## src/rtl/decoder_pulse_seq_if.sv

```systemverilog
// ============================================================================
// Module  : decoder_pulse_seq_if
// Brief   : Code-stream handshake bundle for decoder_pulse_seq.
//           in_par is present only when DECODER_PARITY_CHK_EN is defined.
// Revision: 1.0 - initial release
// ============================================================================
`default_nettype none

interface decoder_pulse_seq_if;
    logic       in_valid;
    logic       in_ready;
    logic [2:0] in_code;
`ifdef DECODER_PARITY_CHK_EN
    logic       in_par;

    modport master (output in_valid, output in_code, output in_par, input in_ready);
    modport slave  (input in_valid, input in_code, input in_par, output in_ready);
`else
    modport master (output in_valid, output in_code, input in_ready);
    modport slave  (input in_valid, input in_code, output in_ready);
`endif
endinterface

`default_nettype wire

```

## src/rtl/decoder_pulse_seq.sv

```systemverilog
// ============================================================================
// Module  : decoder_pulse_seq
// Brief   : FIFO-buffered 3-to-8 decoder replaying each code as a one-hot
//           pulse of PULSE_W cycles separated by GAP_W idle cycles.
//           Optional parity check: define DECODER_PARITY_CHK_EN.
// Revision: 1.0 - initial release
// ============================================================================
`default_nettype none

module decoder_pulse_seq #(
    parameter int PULSE_W = 4,
    parameter int GAP_W   = 1,
    parameter int DEPTH   = 4
) (
    input  wire logic             clk,
    input  wire logic             rst_n,
    decoder_pulse_seq_if.slave    in_if,
    output logic [7:0]            out,
    output logic                  out_valid,
    output logic                  busy
`ifdef DECODER_PARITY_CHK_EN
    ,
    output logic                  par_err
`endif
);

    localparam int          AW           = $clog2(DEPTH);
    localparam logic [7:0]  C_PULSE_LOAD = 8'(PULSE_W - 1);
    localparam logic [7:0]  C_GAP_LOAD   = (GAP_W > 0) ? 8'(GAP_W - 1) : 8'd0;
    localparam logic [AW:0] C_PTR_ONE    = {{AW{1'b0}}, 1'b1};

    typedef enum logic [1:0] {
        IDLE  = 2'd0,
        DRIVE = 2'd1,
        GAP   = 2'd2
    } state_t;

    state_t      state_q, state_d;
    logic [7:0]  cnt_q, cnt_d;
    logic [7:0]  out_q, out_d;
    logic        out_valid_q, out_valid_d;
    logic [AW:0] wr_ptr_q, wr_ptr_d;
    logic [AW:0] rd_ptr_q, rd_ptr_d;
    logic [2:0]  mem_q [DEPTH];
    logic [2:0]  mem_d [DEPTH];

    logic        w_full;
    logic        w_empty;
    logic        w_push;
    logic        w_pop;
    logic        w_load;
    logic [2:0]  w_head;

    // Extra MSB on each pointer tells a full FIFO from an empty one.
    assign w_empty = (wr_ptr_q == rd_ptr_q);
    assign w_full  = (wr_ptr_q[AW] != rd_ptr_q[AW]) &&
                     (wr_ptr_q[AW-1:0] == rd_ptr_q[AW-1:0]);
    assign w_head  = mem_q[rd_ptr_q[AW-1:0]];

    assign in_if.in_ready = !w_full;
    assign out            = out_q;
    assign out_valid      = out_valid_q;
    assign busy           = (state_q != IDLE) || !w_empty;

`ifdef DECODER_PARITY_CHK_EN
    logic w_par_ok;
    logic par_err_q, par_err_d;

    // A bad-parity word still completes the handshake but is dropped.
    assign w_par_ok = ~^{in_if.in_par, in_if.in_code};
    assign w_push   = in_if.in_valid && !w_full && w_par_ok;
    assign par_err  = par_err_q;

    always_comb begin
        par_err_d = par_err_q | (in_if.in_valid && !w_full && !w_par_ok);
    end

    always_ff @(posedge clk or negedge rst_n) begin
        if (!rst_n) begin
            par_err_q <= 1'b0;
        end else begin
            par_err_q <= par_err_d;
        end
    end
`else
    assign w_push = in_if.in_valid && !w_full;
`endif

    always_comb begin
        mem_d    = mem_q;
        wr_ptr_d = wr_ptr_q;
        rd_ptr_d = rd_ptr_q;
        if (w_push) begin
            mem_d[wr_ptr_q[AW-1:0]] = in_if.in_code;
            wr_ptr_d                = wr_ptr_q + C_PTR_ONE;
        end
        if (w_pop) begin
            rd_ptr_d = rd_ptr_q + C_PTR_ONE;
        end
    end

    always_comb begin
        state_d     = state_q;
        cnt_d       = cnt_q;
        out_d       = out_q;
        out_valid_d = out_valid_q;
        w_pop       = 1'b0;
        w_load      = 1'b0;

        case (state_q)
            IDLE: begin
                out_d       = 8'h00;
                out_valid_d = 1'b0;
                w_load      = !w_empty;
            end
            DRIVE: begin
                if (cnt_q != 8'd0) begin
                    cnt_d = cnt_q - 8'd1;
                end else if (GAP_W > 0) begin
                    out_d       = 8'h00;
                    out_valid_d = 1'b0;
                    cnt_d       = C_GAP_LOAD;
                    state_d     = GAP;
                end else if (!w_empty) begin
                    w_load = 1'b1;
                end else begin
                    out_d       = 8'h00;
                    out_valid_d = 1'b0;
                    state_d     = IDLE;
                end
            end
            GAP: begin
                if (cnt_q != 8'd0) begin
                    cnt_d = cnt_q - 8'd1;
                end else if (!w_empty) begin
                    w_load = 1'b1;
                end else begin
                    state_d = IDLE;
                end
            end
            default: begin
                out_d       = 8'h00;
                out_valid_d = 1'b0;
                state_d     = IDLE;
            end
        endcase

        // Every path that starts a pulse shares this pop-and-load step.
        if (w_load) begin
            w_pop       = 1'b1;
            out_d       = 8'b1 << w_head;
            out_valid_d = 1'b1;
            cnt_d       = C_PULSE_LOAD;
            state_d     = DRIVE;
        end
    end

    always_ff @(posedge clk or negedge rst_n) begin
        if (!rst_n) begin
            state_q     <= IDLE;
            cnt_q       <= 8'd0;
            out_q       <= 8'h00;
            out_valid_q <= 1'b0;
            wr_ptr_q    <= '0;
            rd_ptr_q    <= '0;
            for (int i = 0; i < DEPTH; i++) begin
                mem_q[i] <= 3'd0;
            end
        end else begin
            state_q     <= state_d;
            cnt_q       <= cnt_d;
            out_q       <= out_d;
            out_valid_q <= out_valid_d;
            wr_ptr_q    <= wr_ptr_d;
            rd_ptr_q    <= rd_ptr_d;
            mem_q       <= mem_d;
        end
    end

endmodule

`default_nettype wire

```

## src/flat_wrapper.sv

```systemverilog
// flat-port wrapper written by rule: the top's interface ports become plain ports
module decoder_pulse_seq_flat 
#(
    parameter int PULSE_W = 4,
    parameter int GAP_W   = 1,
    parameter int DEPTH   = 4
)
  (clk, rst_n, out, out_valid, busy, in_if_in_valid, in_if_in_code, in_if_in_ready);
  decoder_pulse_seq_if in_if_i ();
  input  wire logic clk;
  input  wire logic rst_n;
  output logic [7:0] out;
  output logic out_valid;
  output logic busy;
  input wire logic [$bits(in_if_i.in_valid)-1:0] in_if_in_valid;
  input wire logic [$bits(in_if_i.in_code)-1:0] in_if_in_code;
  output wire logic [$bits(in_if_i.in_ready)-1:0] in_if_in_ready;
  assign in_if_i.in_valid = in_if_in_valid;
  assign in_if_i.in_code = in_if_in_code;
  assign in_if_in_ready = in_if_i.in_ready;
  decoder_pulse_seq #(.PULSE_W(PULSE_W), .GAP_W(GAP_W), .DEPTH(DEPTH)) u_core (.clk(clk), .rst_n(rst_n), .in_if(in_if_i), .out(out), .out_valid(out_valid), .busy(busy));
endmodule
```

## config.mk

```make
export PLATFORM = sky130hd
export DESIGN_NAME = decoder_pulse_seq_flat
export DESIGN_NICKNAME = d
export VERILOG_FILES = /design/src/rtl/decoder_pulse_seq_if.sv /design/src/rtl/decoder_pulse_seq.sv /design/src/flat_wrapper.sv
export SDC_FILE = /design/constraint.sdc
export NUM_CORES = 1
export LEC_CHECK = 0
export CAP_MARGIN = 20
export CORE_UTILIZATION = 59
export CTS_CLUSTER_DIAMETER = 60
export DETAILED_ROUTE_END_ITERATION = 8
export GPL_TIMING_DRIVEN = 0
export PLACE_DENSITY = 0.81
export SYNTH_ARGS = -nofsm -noshare
export SYNTH_HDL_FRONTEND = slang
export SYNTH_SLANG_ARGS = --single-unit
```

## constraint.sdc

```tcl
create_clock -name clk -period 5.3 [get_ports clk]
set_clock_uncertainty 0.15 [all_clocks]
set_input_delay 1.06 -clock clk [delete_from_list [all_inputs] [get_ports clk]]
set_output_delay 1.06 -clock clk [all_outputs]
set_load 0.02 [all_outputs]
```

; Yosys cells after proc, flatten, opt, wreduce, memory -nomap -nowiden
; Cells that the tools add are included.
; Widths: inputs -> output; s select.
[classes]
muxes = 25
n_eq_ne = 11
shifts = 1
n_addsub = 3
order_cmp = 3
reduce_logical = 13
bitwise_logic = 2
[ops]
columns = op, count
row1 = $mux 8, 5
row2 = $pmux 8 s2, 2
row3 = $bwmux 12, 1
row4 = $mux 3, 3
row5 = $mux 2, 4
row6 = $reduce_bool 8->1, 1
row7 = $shl 1x3->8 const A, 1
row8 = $sub 8x1->8 const B, 1
row9 = $add 3x1->3 const B, 2
row10 = $bmux 3 s2, 1
row11 = $demux 3 s2, 1
row12 = $ge 3x3->1 const B, 2
row13 = $ne 3x1->1 const B, 2
row14 = $ne 3x2->1 const B, 2
row15 = $not 2->3, 2
row16 = $pmux 2 s3, 1
row17 = $mux 1, 5
row18 = $ne 2x1->1 const B, 2
row19 = $pmux 1 s2, 2
row20 = $reduce_and 2->1, 2
row21 = $reduce_and 4->1, 1
row22 = $eq 3x3->1, 1
row23 = $logic_and 1x1->1, 3
row24 = $lt 3x1->1 const B, 1
row25 = 9 further kinds, 10
[word_totals]
input_bits = 6
output_inout_bits = 11
regBits = 37
elab_cells = 68

; Depth between registers and ports, before layout
; Gate-level depths: netlist (run 1).
[depth]
depth_word = 6
depth_mapped = 7
mapped_depth_nobuf = 6

; Worst setup path after synthesis (run 1)
; OpenSTA, ideal clock, no wires.
[synth_timing]
path_kind = reg-to-output
from = reg u_core.rd_ptr_q[0]
to = out busy
path_stages_with_launch = 4
arrival_time_ps = 984
t_required_ps = 4090
path_buffers = 1
path_slack_ps = 3106
cell_sequence = dfrtp_1 > buf_4 > xnor2_1 > nand4_1
[synth_via]
elab_chain_cells = 3
[synth_rtl]
columns = element, line_no
row1 = start: declaration, decoder_pulse_seq.sv:43  ; logic [AW:0] rd_ptr_q, rd_ptr_d;
row2 = start signal: assignment, decoder_pulse_seq.sv:175  ; rd_ptr_q <= rd_ptr_d;
row3 = $eq 3x3->1, decoder_pulse_seq.sv:55  ; assign w_empty = (wr_ptr_q == rd_ptr_q);
row4 = $logic_not 1->1, decoder_pulse_seq.sv:63  ; assign busy = (state_q != IDLE) || !w_empty;
row5 = $logic_or 1x1->1, decoder_pulse_seq.sv:63
row6 = end: declaration, flat_wrapper.sv:14  ; output logic busy;
; Every way passes these cells.

; Worst setup path after layout (run 1)
[layout_timing]
from = reg u_core.state_q[1]
to = out busy
[layout_via]
elab_chain_cells = 2
[layout_rtl]
columns = element, line_no
row1 = start: declaration, decoder_pulse_seq.sv:38  ; state_t state_q, state_d;
row2 = start signal: assignment, decoder_pulse_seq.sv:170  ; state_q <= state_d;
row3 = $reduce_bool 2->1, decoder_pulse_seq.sv:63
row4 = $logic_or 1x1->1, decoder_pulse_seq.sv:63
; Every way passes these cells.

==> metrics.csv, run 1 <==
metric;value;unit
outcome;finished clean;
cp.required;4.09;ns
hold_class;reg2reg;
p_clk_share;11.9;%
final_cell_mix;37 x dfrtp_1, 15 x clkdlybuf4s50_1, 13 x mux2_2;
final_common_cell;dfrtp_1;
avgRoutedWirePerCell;16.27;um
rsz0062_at_grt;false;
first_pass_iters;4;
cts_buffer_depth;2;
dieArea;3586;um^2
cts_sinks;37;
synth_top_cell_area_share;46.84;%
dp_cells;221;
critPathMaxFanout;4;
dieHeight;59.89;um
hold_viol;0;
arrival;1.92;ns
synthTopCellsByArea;dfrtp_1 47%, mux2_2 7.4%, ha_1 5.7%;
syn_area;1977;um^2
ys_ff_latch;37;
drt_iter0_markers;108;
fillers;205;
cts_hold_buffers;0;
drv_cap;0;
post-route-drc-count;0;
ir_drop;0.0003820;V
gp_congestion;0.7769;
grt_pass1_vias;1337;
path_cells;inv_1 > ha_1 > nand4_1 > clkdlybuf4s50_1;
num_rows;20;
slowest_stage;clkdlybuf4s50_1;
seq_area_frac_synth;46.84;%
p_sw;0.0006720;W
wl;3709;um
floorplan.die.width;59.89;um
seqPwrFrac;32.6;%
synth_cell_types;44;
avgSynthCellArea;12.28;um^2
start_util;63.20;%
antenna_found_initial;0;
grt-ovfl-total;0;
setup_ws;2.167;ns
cts_tree;yes;
timing.final.crit_share;59.12;%
area_growth;14.30;%
swShare;42.45;%
critPathCaptureType;output port;
clk_latency;0.34;ns
slew_viol_final;0;
synth_top_cell_by_area;dfrtp_1;
drive_gt1_share;19.57;%
internal-power;0.0009111;W
pwr-share-comb;55.5;%
dp_hpwl;2712;um
slew_headroom;46.30;%
coreArea;3128;um^2
fin_nets;199;
max_freq;0.3192;GHz
start_kind;flop;
ant_nets;0;
post_cts_resized;0;
synth_ff_type;dfrtp_1;
port_buffers;16;
crit_type;reg2out;
yosys_warnings;0;
grt_usage;24.54;%
power.leakage;0.9855;nW
regArea;925.9;um^2
worstMarginPinSlew;0.8055;ns
clock-root-buffer;clkbuf_4;
clkSlewWorstSetupHoldPaths;0.11;ns
multi_input_area;998.5;um^2
fin_cells;228;
vias;1314;
tns;0;ns
grt_max_degree;38;
synthCells;161;
via_per_inst;5.763;
cts_buffers;5;
postCtsSetupBuffers;0;
place_worst_setup_slack;2.546;ns
p_per_area;700.6;nW/um^2
synth_edf_count;0;
async_flop_share;100.0;%
setup_viol;0;
pin_count;17;
period_minus_slack;3.133;ns
n_antenna_cell;0;
grt_pass1_wl;6230;um
synth_fp_nets;176;
htree_num_levels;2;
slowest_delay;0.59;ns
[area by class of cell]
type,count,share of cell area [%]
clock buffers,5,1.661
well taps,44,2.436
multi-input cells,115,44.19
plain buffers,3,1.329
clock inverters,2,1.550
repair buffers,16,6.866
flip-flops and latches,37,40.97
inverters,6,0.9967
[power by group through the flow]
stage / Sequential [W] / Clock (W) / Combinational [W]
6_report: 0.000515 / 0.000189 / 0.000879
5_1_grt: 0.000528 / 0.000205 / 0.000973
4_1_cts: 0.000513 / 0.000193 / 0.000887
3_5_place_dp: 0.000518 / 0 / 0.000878
3_3_place_gp: 0.000506 / 0 / 0.000835
2_1_floorplan: 0.000512 / 0 / 0.000665
[state kept, by name (all words and copies together) (netlist names)]
| signal | count |
|---|---|
| u_core.cnt_q | 8 |
| u_core.mem_q | 12 |
| u_core.out | 8 |
| u_core.out_valid | 1 |
| u_core.rd_ptr_q | 3 |
| u_core.state_q | 2 |
| u_core.wr_ptr_q | 3 |
[critical path: cells and delay by family (launching register included)]
kind	cells	cell delay, ns
flops	1	0.43
fa+ha+maj	1	0.27
simple gates	1	0.19
buf+inv	2	0.68
[logic make-up after synthesis]
kind of cell,Yosys count,synth area share (%)
xor gates and xnor gates,14,6.583
muxes,16,11.39
buffers and inverters,9,2.658
AOI/OAI and AO/OA,32,13.36
DFF,37,46.84
and+or+nand+nor,44,13.48
adders and majority gates,9,5.696
[Yosys cell counts (2+ instances only)]
| cell type | number |
|---|---|
| a21oi_1 | 4 |
| a22o_1 | 8 |
| and2_1 | 2 |
| buf_6 | 2 |
| dfrtp_1 | 37 |
| ha_1 | 9 |
| inv_1 | 6 |
| mux2_2 | 13 |
| mux4_1 | 3 |
| nand2_1 | 11 |
| nand3_1 | 2 |
| nand4_1 | 2 |
| nor2_1 | 10 |
| nor2b_1 | 3 |
| nor3_1 | 2 |
| nor3b_2 | 2 |
| o21ai_0 | 4 |
| o221ai_1 | 2 |
| o311ai_1 | 2 |
| or3b_1 | 2 |
| xnor2_1 | 5 |
| xor2_1 | 8 |
[layer usage]
metal | wire, um | track usage (%)
met3 | 111 | 6.494
met5 | 0 | 0
met4 | 37 | 10.63
met1 | 1562 | 27.86
met2 | 1998 | 43.17
[path summary, 6_finish.rpt]
kind / startpoint / endpoint / slack [ns] / cells past startpoint
min in group asynchronous: rst_n / u_core.cnt_q[7]$_DFFE_PN0P_ / 0.64 / 1
min: u_core.mem_q[8]$_DFFE_PN0P_ / u_core.mem_q[8]$_DFFE_PN0P_ / 0.36 / 1
min reg2reg: u_core.mem_q[8]$_DFFE_PN0P_ / u_core.mem_q[8]$_DFFE_PN0P_ / 0.36 / 1
max: u_core.state_q[1]$_DFFE_PN0P_ / busy / 2.17 / 4
max in group asynchronous: rst_n / u_core.mem_q[11]$_DFFE_PN0P_ / 3.84 / 1
max reg2reg: u_core.cnt_q[0]$_DFFE_PN0P_ / u_core.rd_ptr_q[1]$_DFFE_PN0P_ / 3.03 / 6
[metrics by stage]
stage                     total power, W  util [%]  hold WS [ns]  area [um^2]
final                           0.001583     72.24        0.3628         2260
after global routing            0.001707     72.24        0.3746         2260
after CTS                       0.001592     72.24        0.3660         2260
after detailed placement        0.001396     69.92        0.3393         2187
after global placement          0.001340     70.08        0.3301         2192
after floorplan                 0.001177         -        0.3203         1977
(Power assumes the default switching activity.)
==> inputs of run 2 (changes only) <==
- CORE_UTILIZATION: 59 -> 57
- PLACE_DENSITY: 0.81 -> 0.79
- clock period: 5.3 -> 3 ns (I/O delays scaled with it)
==> metrics.csv, run 2 (synthesis gave the netlist of run 1 again) <==
metric;value;unit;change
pin_count;17;;unchanged
antenna_found_initial;0;;unchanged
crit_type;reg2out;;
rsz0062_at_grt;false;;
top_register;u_core.mem_q;;
place_worst_setup_slack;0.6979;ns;-1.848 ns
cts_buffer_depth;2;;unchanged
drv_cap;0;;unchanged
start_util;59.24;%;-4.0 points
critPathCaptureType;output port;;
ir_drop;0.0006637;V;+74%
setup_viol;0;;unchanged
grt_pass1_wl;6099;um;-2.1%
grt-ovfl-total;0;;unchanged
vias;1309;;-0.38%
tns;0;ns;unchanged
dp_hpwl;2771;um;+2.1%
slew_headroom;46.81;%;+0.51 points
grt_usage;23.36;%;-1.2 points
postCtsSetupBuffers;0;;unchanged
largest_register_ffs;12;;unchanged
port_buffers;16;;unchanged
floorplan.die.width;60.89;um;+1.7%
arrival;1.92;ns;about the same
start_kind;flop;;
final_common_cell;dfrtp_1;;
reg2reg_slack;0.74;ns;-2.29 ns
cts_buffers;5;;unchanged
power.leakage;0.9889;nW;+0.35%
use_met2;44.27;%;+1.1 points
r2r_start;u_core.cnt_q[0]$_DFFE_PN0P_;;
drive_gt1_share;20.00;%;+0.43 points
met1_usage;25.66;%;-2.2 points
critPathMaxFanout;4;;unchanged
rr_worst_depth;6;;unchanged
outcome;finished clean;;
avgRoutedWirePerCell;16.31;um;+0.27%
num_rows;21;;+5.0%
clock-root-buffer;clkbuf_4;;
coreArea;3337;um^2;+6.7%
dieArea;3708;um^2;+3.4%
post_cts_resized;0;;unchanged
p_per_area;1244;nW/um^2;+78%
period_minus_slack;2.669;ns;
setup_ws;0.3314;ns;-1.835 ns
r2r-end;u_core.cnt_q[6]$_DFFE_PN0P_;;
gp_congestion;0.7614;;-2.0%
wl;3768;um;+1.6%
cts_sinks;37;;unchanged
grt.busiest_layer;met2;;
htree_num_levels;2;;unchanged
clkSlewWorstSetupHoldPaths;0.11;ns;about the same
fin_nets;199;;unchanged
first_pass_iters;4;;unchanged
clk_latency;0.33;ns;about the same
cts_hold_buffers;0;;unchanged
dieHeight;60.89;um;+1.7%
drt_iter0_markers;92;;-15%
hold_class;in2async;;
cts_tree;yes;;
n_antenna_cell;0;;unchanged
grt_pass1_vias;1305;;-2.4%
grtUsageMet3;4.691;%;-1.8 points
cp.required;2.25;ns;-1.84 ns
grt_max_degree;38;;unchanged
worstMarginPinSlew;0.7978;ns;-0.007721 ns
timing.final.crit_share;88.95;%;
max_freq;0.3747;GHz;
hold_viol;0;;unchanged
slew_viol_final;0;;unchanged
post-route-drc-count;0;;unchanged
final_cell_mix;37 x dfrtp_1, 15 x clkdlybuf4s50_1, 13 x mux2_2;;
ant_nets;0;;unchanged
via_per_inst;5.667;;-1.7%
area_growth;15.25;%;
## run 2: area by class of cell
type	count	area, um^2
Buffer	3	30.03
Clock buffer	6	51.30
Clock inverter	2	37.54
Fill cell	258	1059
Inverter	6	22.52
Multi-Input combinational cell	115	998.5
Sequential cell	37	925.9
Tap cell	46	57.56
Timing Repair Buffer	16	155.1
## run 2: layer usage
metal / vias to the layer above / part of all wire [%]
met5: - / 0
met4: 0 / 0.58
met3: 2 / 2.1
met2: 14 / 58
met1: 659 / 39
li1: 634 / -
## run 2: worst max path at each step
| stage | from | endpoint | slack [ns] | cells past startpoint |
|---|---|---|---|---|
| floorplan | u_core.cnt_q[0]$_DFFE_PN0P_ | u_core.rd_ptr_q[1]$_DFFE_PN0P_ | 1.05 | 6 |
| global placement | rst_n | u_core.mem_q[6]$_DFFE_PN0P_ | 0.42 | 1 |
| detailed placement | u_core.state_q[1]$_DFFE_PN0P_ | busy | 0.70 | 4 |
| CTS | u_core.state_q[1]$_DFFE_PN0P_ | busy | 0.31 | 4 |
| global route | u_core.state_q[1]$_DFFE_PN0P_ | busy | 0.17 | 4 |
| finish | u_core.state_q[1]$_DFFE_PN0P_ | busy | 0.33 | 4 |
## run 2: per-stage QoR
| step | std cells | power [W] | instance area, um^2 | hold slack [ns] | util (%) |
|---|---|---|---|---|---|
| 2_1_floorplan | 161 | 0.002079 | 1977 | 0.1544 | - |
| 3_3_place_gp | 223 | 0.002365 | 2195 | 0.3306 | 65.77 |
| 3_5_place_dp | 223 | 0.002470 | 2190 | 0.3397 | 65.62 |
| 4_1_cts | 231 | 0.002852 | 2278 | 0.2109 | 68.28 |
| 5_1_grt | 231 | 0.003046 | 2278 | 0.2519 | 68.28 |
| 6_report | 231 | 0.002835 | 2278 | 0.1932 | 68.28 |
## run 2: report_power, final
group | internal [W] | switching [W]
Combinational | 0.000720 | 0.000839
Clock | 0.000198 | 0.000166
Sequential | 0.000721 | 0.000191
Total | 0.00164 | 0.00120
## run 2: worst max-delay path: stages (launching register included)
cell             delay [ns]
dfrtp_1                0.42
inv_1                  0.09
ha_1                   0.27
nand4_1                0.20
clkdlybuf4s50_1        0.60
